--- src/rtl/dcache_axi_bridge.sv ---
// Bridges the dcache cmd/rsp port to single-beat AXI4 reads and writes, one transaction in flight.
// Zero-wait slave: accept at edge N, rsp_valid sampled high at edge N+3; cmd_ready low while busy.
module dcache_axi_bridge #(
    parameter int         ADDR_WIDTH = 64,
    parameter int         DATA_WIDTH = 64,
    parameter logic [3:0] AXI_ID     = 4'd0,
    localparam int        STRB       = DATA_WIDTH / 8
) (
    input  logic                  clk,
    input  logic                  rst_n,

    input  logic                  cmd_valid,
    output logic                  cmd_ready,
    input  logic [ADDR_WIDTH-1:0] cmd_payload_addr,
    input  logic                  cmd_payload_wen,
    input  logic [DATA_WIDTH-1:0] cmd_payload_wdata,
    input  logic [STRB-1:0]       cmd_payload_wstrb,
    input  logic [2:0]            cmd_payload_size,

    output logic                  rsp_valid,
    output logic [DATA_WIDTH-1:0] rsp_payload_data,
    output logic                  rsp_payload_error,

    output logic                  axi_arvalid,
    input  logic                  axi_arready,
    output logic [ADDR_WIDTH-1:0] axi_araddr,
    output logic [2:0]            axi_arsize,
    output logic [3:0]            axi_arid,

    input  logic                  axi_rvalid,
    output logic                  axi_rready,
    input  logic [DATA_WIDTH-1:0] axi_rdata,
    input  logic [1:0]            axi_rresp,
    input  logic                  axi_rlast,

    output logic                  axi_awvalid,
    input  logic                  axi_awready,
    output logic [ADDR_WIDTH-1:0] axi_awaddr,
    output logic [2:0]            axi_awsize,
    output logic [3:0]            axi_awid,

    output logic                  axi_wvalid,
    input  logic                  axi_wready,
    output logic [DATA_WIDTH-1:0] axi_wdata,
    output logic [STRB-1:0]       axi_wstrb,
    output logic                  axi_wlast,

    input  logic                  axi_bvalid,
    output logic                  axi_bready,
    input  logic [1:0]            axi_bresp
);

    typedef enum logic [2:0] {
        IDLE    = 3'd0,
        RD_ADDR = 3'd1,
        RD_DATA = 3'd2,
        WR_REQ  = 3'd3,
        WR_RESP = 3'd4,
        RSP     = 3'd5
    } state_t;

    state_t                state_q, state_d;
    logic                  aw_done_q, aw_done_d;
    logic                  w_done_q, w_done_d;
    logic [ADDR_WIDTH-1:0] addr_q;
    logic [DATA_WIDTH-1:0] wdata_q;
    logic [STRB-1:0]       wstrb_q;
    logic [2:0]            size_q;
    logic [DATA_WIDTH-1:0] rsp_data_q;
    logic                  rsp_err_q;
    logic                  accept;

    // Single-beat transfers: the low resp bit and rlast carry no information here.
    logic unused_ok;
    assign unused_ok = ^{axi_rresp[0], axi_rlast, axi_bresp[0]};

    assign accept = cmd_valid & cmd_ready;

    always_comb begin
        state_d   = state_q;
        aw_done_d = 1'b0;
        w_done_d  = 1'b0;
        case (state_q)
            IDLE: begin
                if (cmd_valid) begin
                    state_d = cmd_payload_wen ? WR_REQ : RD_ADDR;
                end
            end
            RD_ADDR: begin
                if (axi_arready) begin
                    state_d = RD_DATA;
                end
            end
            RD_DATA: begin
                if (axi_rvalid) begin
                    state_d = RSP;
                end
            end
            WR_REQ: begin
                // AW and W complete independently, in either order or together.
                aw_done_d = aw_done_q | axi_awready;
                w_done_d  = w_done_q  | axi_wready;
                if (aw_done_d && w_done_d) begin
                    state_d   = WR_RESP;
                    aw_done_d = 1'b0;
                    w_done_d  = 1'b0;
                end
            end
            WR_RESP: begin
                if (axi_bvalid) begin
                    state_d = RSP;
                end
            end
            RSP: begin
                state_d = IDLE;
            end
            default: begin
                state_d = IDLE;
            end
        endcase
    end

    always_ff @(posedge clk or negedge rst_n) begin
        if (!rst_n) begin
            state_q   <= IDLE;
            aw_done_q <= 1'b0;
            w_done_q  <= 1'b0;
        end else begin
            state_q   <= state_d;
            aw_done_q <= aw_done_d;
            w_done_q  <= w_done_d;
        end
    end

    always_ff @(posedge clk or negedge rst_n) begin
        if (!rst_n) begin
            addr_q  <= '0;
            wdata_q <= '0;
            wstrb_q <= '0;
            size_q  <= '0;
        end else if (accept) begin
            addr_q  <= cmd_payload_addr;
            wdata_q <= cmd_payload_wdata;
            wstrb_q <= cmd_payload_wstrb;
            size_q  <= cmd_payload_size;
        end
    end

    always_ff @(posedge clk or negedge rst_n) begin
        if (!rst_n) begin
            rsp_data_q <= '0;
            rsp_err_q  <= 1'b0;
        end else if (state_q == RD_DATA && axi_rvalid) begin
            rsp_data_q <= axi_rdata;
            rsp_err_q  <= axi_rresp[1];
        end else if (state_q == WR_RESP && axi_bvalid) begin
            rsp_data_q <= '0;
            rsp_err_q  <= axi_bresp[1];
        end
    end

    // Every handshake output decodes straight from state, so reset drops them without a clock.
    assign cmd_ready         = (state_q == IDLE);
    assign rsp_valid         = (state_q == RSP);
    assign rsp_payload_data  = rsp_data_q;
    assign rsp_payload_error = rsp_err_q;

    assign axi_arvalid = (state_q == RD_ADDR);
    assign axi_araddr  = addr_q;
    assign axi_arsize  = size_q;
    assign axi_arid    = AXI_ID;
    assign axi_rready  = (state_q == RD_DATA);

    assign axi_awvalid = (state_q == WR_REQ) && !aw_done_q;
    assign axi_awaddr  = addr_q;
    assign axi_awsize  = size_q;
    assign axi_awid    = AXI_ID;

    assign axi_wvalid  = (state_q == WR_REQ) && !w_done_q;
    assign axi_wdata   = wdata_q;
    assign axi_wstrb   = wstrb_q;
    assign axi_wlast   = 1'b1;
    assign axi_bready  = (state_q == WR_RESP);

endmodule

--- config.mk ---
export PLATFORM = sky130hd
export DESIGN_NAME = dcache_axi_bridge
export DESIGN_NICKNAME = d
export VERILOG_FILES = /design/src/rtl/dcache_axi_bridge.sv
export SDC_FILE = /design/constraint.sdc
export NUM_CORES = 1
export LEC_CHECK = 0
export ABC_CLOCK_PERIOD_IN_PS = 1500
export CAP_MARGIN = 20
export CELL_PAD_IN_SITES_DETAIL_PLACEMENT = 0
export CELL_PAD_IN_SITES_GLOBAL_PLACEMENT = 1
export CORE_AREA = 2 2 196 198
export DETAILED_ROUTE_END_ITERATION = 7
export DIE_AREA = 0 0 198 200
export HOLD_SLACK_MARGIN = 0.06
export PLACE_DENSITY_LB_ADDON = 0.1
export SYNTH_ARGS = -nofsm -noshare
export SYNTH_HDL_FRONTEND = slang
export SYNTH_SLANG_ARGS = --single-unit
--- constraint.sdc ---
create_clock -name clk -period 1.5 [get_ports clk]
set_input_delay 0.3 -clock clk [delete_from_list [all_inputs] [get_ports clk]]
set_output_delay 0.3 -clock clk [all_outputs]
set_load 0.05 [all_outputs]
* Yosys cells after proc, flatten, opt, wreduce, memory -nomap -nowiden
Index checks and enable logic that the tools add are counted.
** Word-level totals
- Output and inout bits :: 287
- Latch bits :: 0
- Memories :: 0
- Register bits :: 209
- Input port bits :: 217
- Bits in writable memories :: 0
- Logic and storage cells :: 47
- Memory bits (read-only) :: 0
** Operators by class
- Multiply operators :: 0
- Muxes and demuxes :: 15
- Shifts and indexed selects :: 0
- Reductions and logical operators :: 10
- Bitwise operators :: 3
- Equal/unequal tests :: 10
- Divide/modulo/power cells :: 0
- $lt $le $gt $ge :: 0
- $add $sub $neg :: 0
** Operator list (count)
- $mux 64 :: 2
- $mux 3 :: 5
- $pmux 3 s5 :: 1
- $ne 2x2->1 const B :: 4
- $eq 3x2->1 const B :: 2
- $eq 3x3->1 const B :: 2
- $mux 1 :: 6
- $logic_and 1x1->1 :: 5
- $reduce_and 5->1 :: 1
- $eq 3x1->1 const B :: 1
- $logic_not 3->1 :: 1
- $logic_not 1->1 :: 2
- $mux 2 :: 1
- $ne 2x1->1 const B :: 1
- $or 1x1->1 :: 2
- $reduce_bool 2->1 :: 1
- $and 1x1->1 :: 1

* Depth between registers and ports, before layout
- Depth after elaboration :: 4
- Gate-level depth with buffers :: 6
- Gate-level depth less buffers :: 3

* Worst setup path before layout
No wires, ideal clock.
- Path type :: register to register
- From :: reg state_q[2]
- To :: reg addr_q[0], in the netlist axi_araddr[0]
- Arrival time :: 2.059 ns
- Period minus slack after synthesis :: 2.184 ns
- Buffers on the path :: 3
- Stages on the path, launching flop included :: 7
- Path slack :: -0.684 ns
- Setup time :: 0.125 ns
- Data required time :: 1.375 ns
- Cell sequence :: dfrtp_1 nor3_2 and2_1 buf_6 buf_8 buf_8 mux2_4
** On the way
- Word-level cells in the longest chain between the ends :: 2
** Ends and longest elaborated chain
- from (decl) :: line 62 : state_t state_q, state_d;
- from (signal assigned) :: line 129 : state_q <= state_d;
- $logic_not 3->1 :: line 163 : assign cmd_ready = (state_q == IDLE);
- via cmd_ready :: line 13 : output logic cmd_ready,
- $and 1x1->1 :: line 77 : assign accept = cmd_valid & cmd_ready;
- to (signal assigned) :: line 142 : addr_q <= cmd_payload_addr;
- to (decl) :: line 65 : logic [ADDR_WIDTH-1:0] addr_q;
The timed path passes the listed nets, and every way through them passes these cells.
A chain may end at the register's enable or synchronous reset.

* Worst setup path in the final report
- From :: reg state_q[2]
- To :: out axi_rready
** On the way
- Word-level cells in the longest chain between the ends :: 1
** Ends and longest elaborated chain
- $eq 3x2->1 :: line 172 : assign axi_rready = (state_q == RD_DATA);
- to (decl) :: line 31 : output logic axi_rready,
No other way between the ends.

==> metrics.md <==
| Metric | Value |
|---|---|
| Vias per inst | `4.06` |
| Status | `complete, but fails checks` |
| Reg clk slew, reported paths | `60 ps` |
| Wire per inst | `20.5 microns` |
| Area growth, synth to finish | `116%` |
| Worst vdd ir | `1.58 mV` |
| Rows | `71` |
| Ports | `504` |
| Worst Path Arrival | `1690 ps` |
| DRC viols | `0` |
| Pwr dens | `3010 nW/um^2` |
| CP required | `1200 ps` |
| Final Hold Violating Endpoints | `0` |
| Clk_lat worst skew | `530 ps` |
| Most numerous cell on the critical path | `buf_6` |
| Worst path max stage delay | `430 ps` |
| Total Wirelength | `33.1 mm` |
| Crit path buf inv count | `4` |
| Hpwl dp | `24.2 mm` |
| Die Y | `200 microns` |
| LEAKAGE | `8.49 nW` |
| Clock Sinks | `209` |
| Num CTS Buffers | `26` |
| Hold WC Path Type | `in2async` |
| Final Skew | `11.4 ps` |
| Max Slew Vio Count | `0` |
| Inst Count DP | `1512` |
| Placer Congestion | `0.727` |
| Count of input and output buffers | `491` |
| CTS tree | `built` |
| Synthesized instance count | `558` |
| Register area | `5320 sq um` |
| Mean Syn Cell Area | `15.9 sq um` |
| Antenna violations before repair | `3` |
| Synth Cell Area | `8900 sq um` |
| Count of cell types in the netlist | `29` |
| Worst path cell trace | `buf_6, buf_6, nor3b_4, buf_6, buf_12` |
| Filler cell count | `3104` |
| Area occupied by multi-input gates | `3010 sq um` |
| Layout cell share with drive strength beyond 1 | `0.586` |
| Final layout net count | `1301` |
| Failing checks | `setup timing` |
| Min Tclk post-route | `1990 ps` |
| Max-cap violations | `0` |
| Antenna Nets Post-Route | `0` |
| Crit start category | `flip-flop` |
| CTS Root Buffer Type | `clkbuf_16` |
| Most common cell after layout, fill and taps aside | `buf_12` |
| Die extent in x | `198 microns` |
| Critical path's top delay family | `buffers and inverters` |
| Number of setup violations in the final report | `211` |
| CTS H-tree lvls | `1` |
| Total grt overflow | `0` |
| First-pass GRT wire length | `48.7 mm` |
| WS Path Type | `reg2out` |
| DRT iter0 DRCs | `165` |
| RSZ-0062 raised after global routing | `yes` |
| Fin crit share | `1.33` |
| Initial Util | `0.238` |
| Largest net degree at the start of global routing | `41` |
| Flops & latches, synth | `209` |
| Most frequent cells in the layout | `buf_12, clkdlybuf4s50_1, mux2_4` |
| Vias in the first global route | `7222` |
| Post-route setup slack | `-495 ps` |
| CTS Buffer Depth | `3` |
| Critical Path End Type | `output port` |
| Post-route insts no fill | `1614` |
| Via count | `6545` |
| Finished Core Util | `0.513` |
| Sequential area share after synthesis | `0.588` |
| GRT Overall Usage | `0.165` |
| Core footprint | `37400 sq um` |
| CP max-delay cell | `dfrtp_2` |
| Die area | `39600 sq um` |
| Synth warnings | `0` |
| Largest fanout on the critical path | `3` |
| TritonRoute pass-1 iters | `4` |
| F_max | `501 MHz` |
==> report_power, final <==
group	switching, mW	internal (mW)	total, mW
registers	3.94	8.61	12.6
logic	18.3	20.7	39.0
clock network	2.44	3.78	6.22
==> synth_stat cells <==
cell type    n  area (sq um)
o21ai_0      3          15.0
a221oi_1     1          8.76
o31ai_1      1          7.51
buf_6        3          33.8
buf_8       11           165
nor3b_2      1          12.5
and2_1       2          12.5
a22o_1      64           561
a21oi_1      3          15.0
o211a_1      1          10.0
nor4bb_1     1          10.0
nor3_2       1          10.0
inv_1        1          3.75
buf_2       11          55.1
mux2_2      31           349
mux2i_1      1          10.0
and3b_1      1          8.76
dfrtp_1    209          5230
nor3b_1      2          15.0
buf_4       82           616
clkbuf_1     2          7.51
mux2_4     110          1650
a21o_1       2          15.0
nand3b_1     4          30.0
conb_1       2          7.51
nor3_1       1          5.00
nor4_1       1          6.26
nor2_1       5          18.8
o22ai_1      1          6.26
==> cell type report <==
class	count	area share
repair buffers	599	0.488
multi-input cells	247	0.157
well taps	511	0.0333
flip-flops and latches	209	0.277
clock buffers	42	0.0418
clock inverters	3	0.00209
diodes	2	0.000261
inverters	1	0.000196
==> final timing paths <==
check	from	end	slack, ps	cells after the start
max	state_q[2]	axi_rready	-490	5
min	rst_n	axi_wdata[20]	280	2
max reg2reg	state_q[0]	axi_araddr[6]	-390	7
min reg2reg	aw_done_q	w_done_q	520	1
max in group asynchronous	rst_n	axi_araddr[11]	610	3
min in group clk	cmd_payload_wen	state_q[1]	370	3
==> flip-flops by register name (all words and copies together), names as in the netlist <==
name               count
axi_arsize             3
aw_done_q              1
rsp_payload_error      1
state_q                3
axi_wdata             64
axi_wstrb              8
rsp_payload_data      64
w_done_q               1
axi_araddr            64
==> metrics by stage <==
stage	setup TNS, ps	power [mW]	hold slack (ps)	setup WS (ps)	instance area [sq um]
after floorplan	-76270	30.2	4.41	-476	9010
after global placement	-51080	48.9	240	-348	17100
after detailed placement	-55580	49.0	245	-359	17100
after CTS	-70950	58.3	270	-536	19100
after global routing	-77230	59.9	278	-582	19200
final	-65070	57.8	285	-495	19200
==> metal layers <==
metal | routed length, microns | track usage
met1 | 12000 | 0.188
met2 | 16800 | 0.285
met3 | 3730 | 0.0763
met4 | 536 | 0.0362
met5 | 28 | 0
==> logic make-up (layout without fill, tap and decap cells) <==
| family | count (synthesis) | in the layout | share of synthesized area |
|---|---|---|---|
| multiplexers | 142 | 142 | 0.226 |
| other | 2 | 11 | 0.000844 |
| buffers and inverters | 110 | 645 | 0.0990 |
| flip-flops | 209 | 209 | 0.588 |
| AND/OR/NAND/NOR | 19 | 19 | 0.0145 |
| AO/OA/AOI/OAI | 76 | 77 | 0.0717 |
==> what timing repair did <==
item	in CTS	in global routing
hold endpoints to repair	193	0
resized for setup	153	33
pin swaps	10	11
buffers inserted	27	18
cloned	19	1
hold buffers	1	0
setup endpoints to repair	320	249
Note: power is estimated with default switching activity, not from simulation.
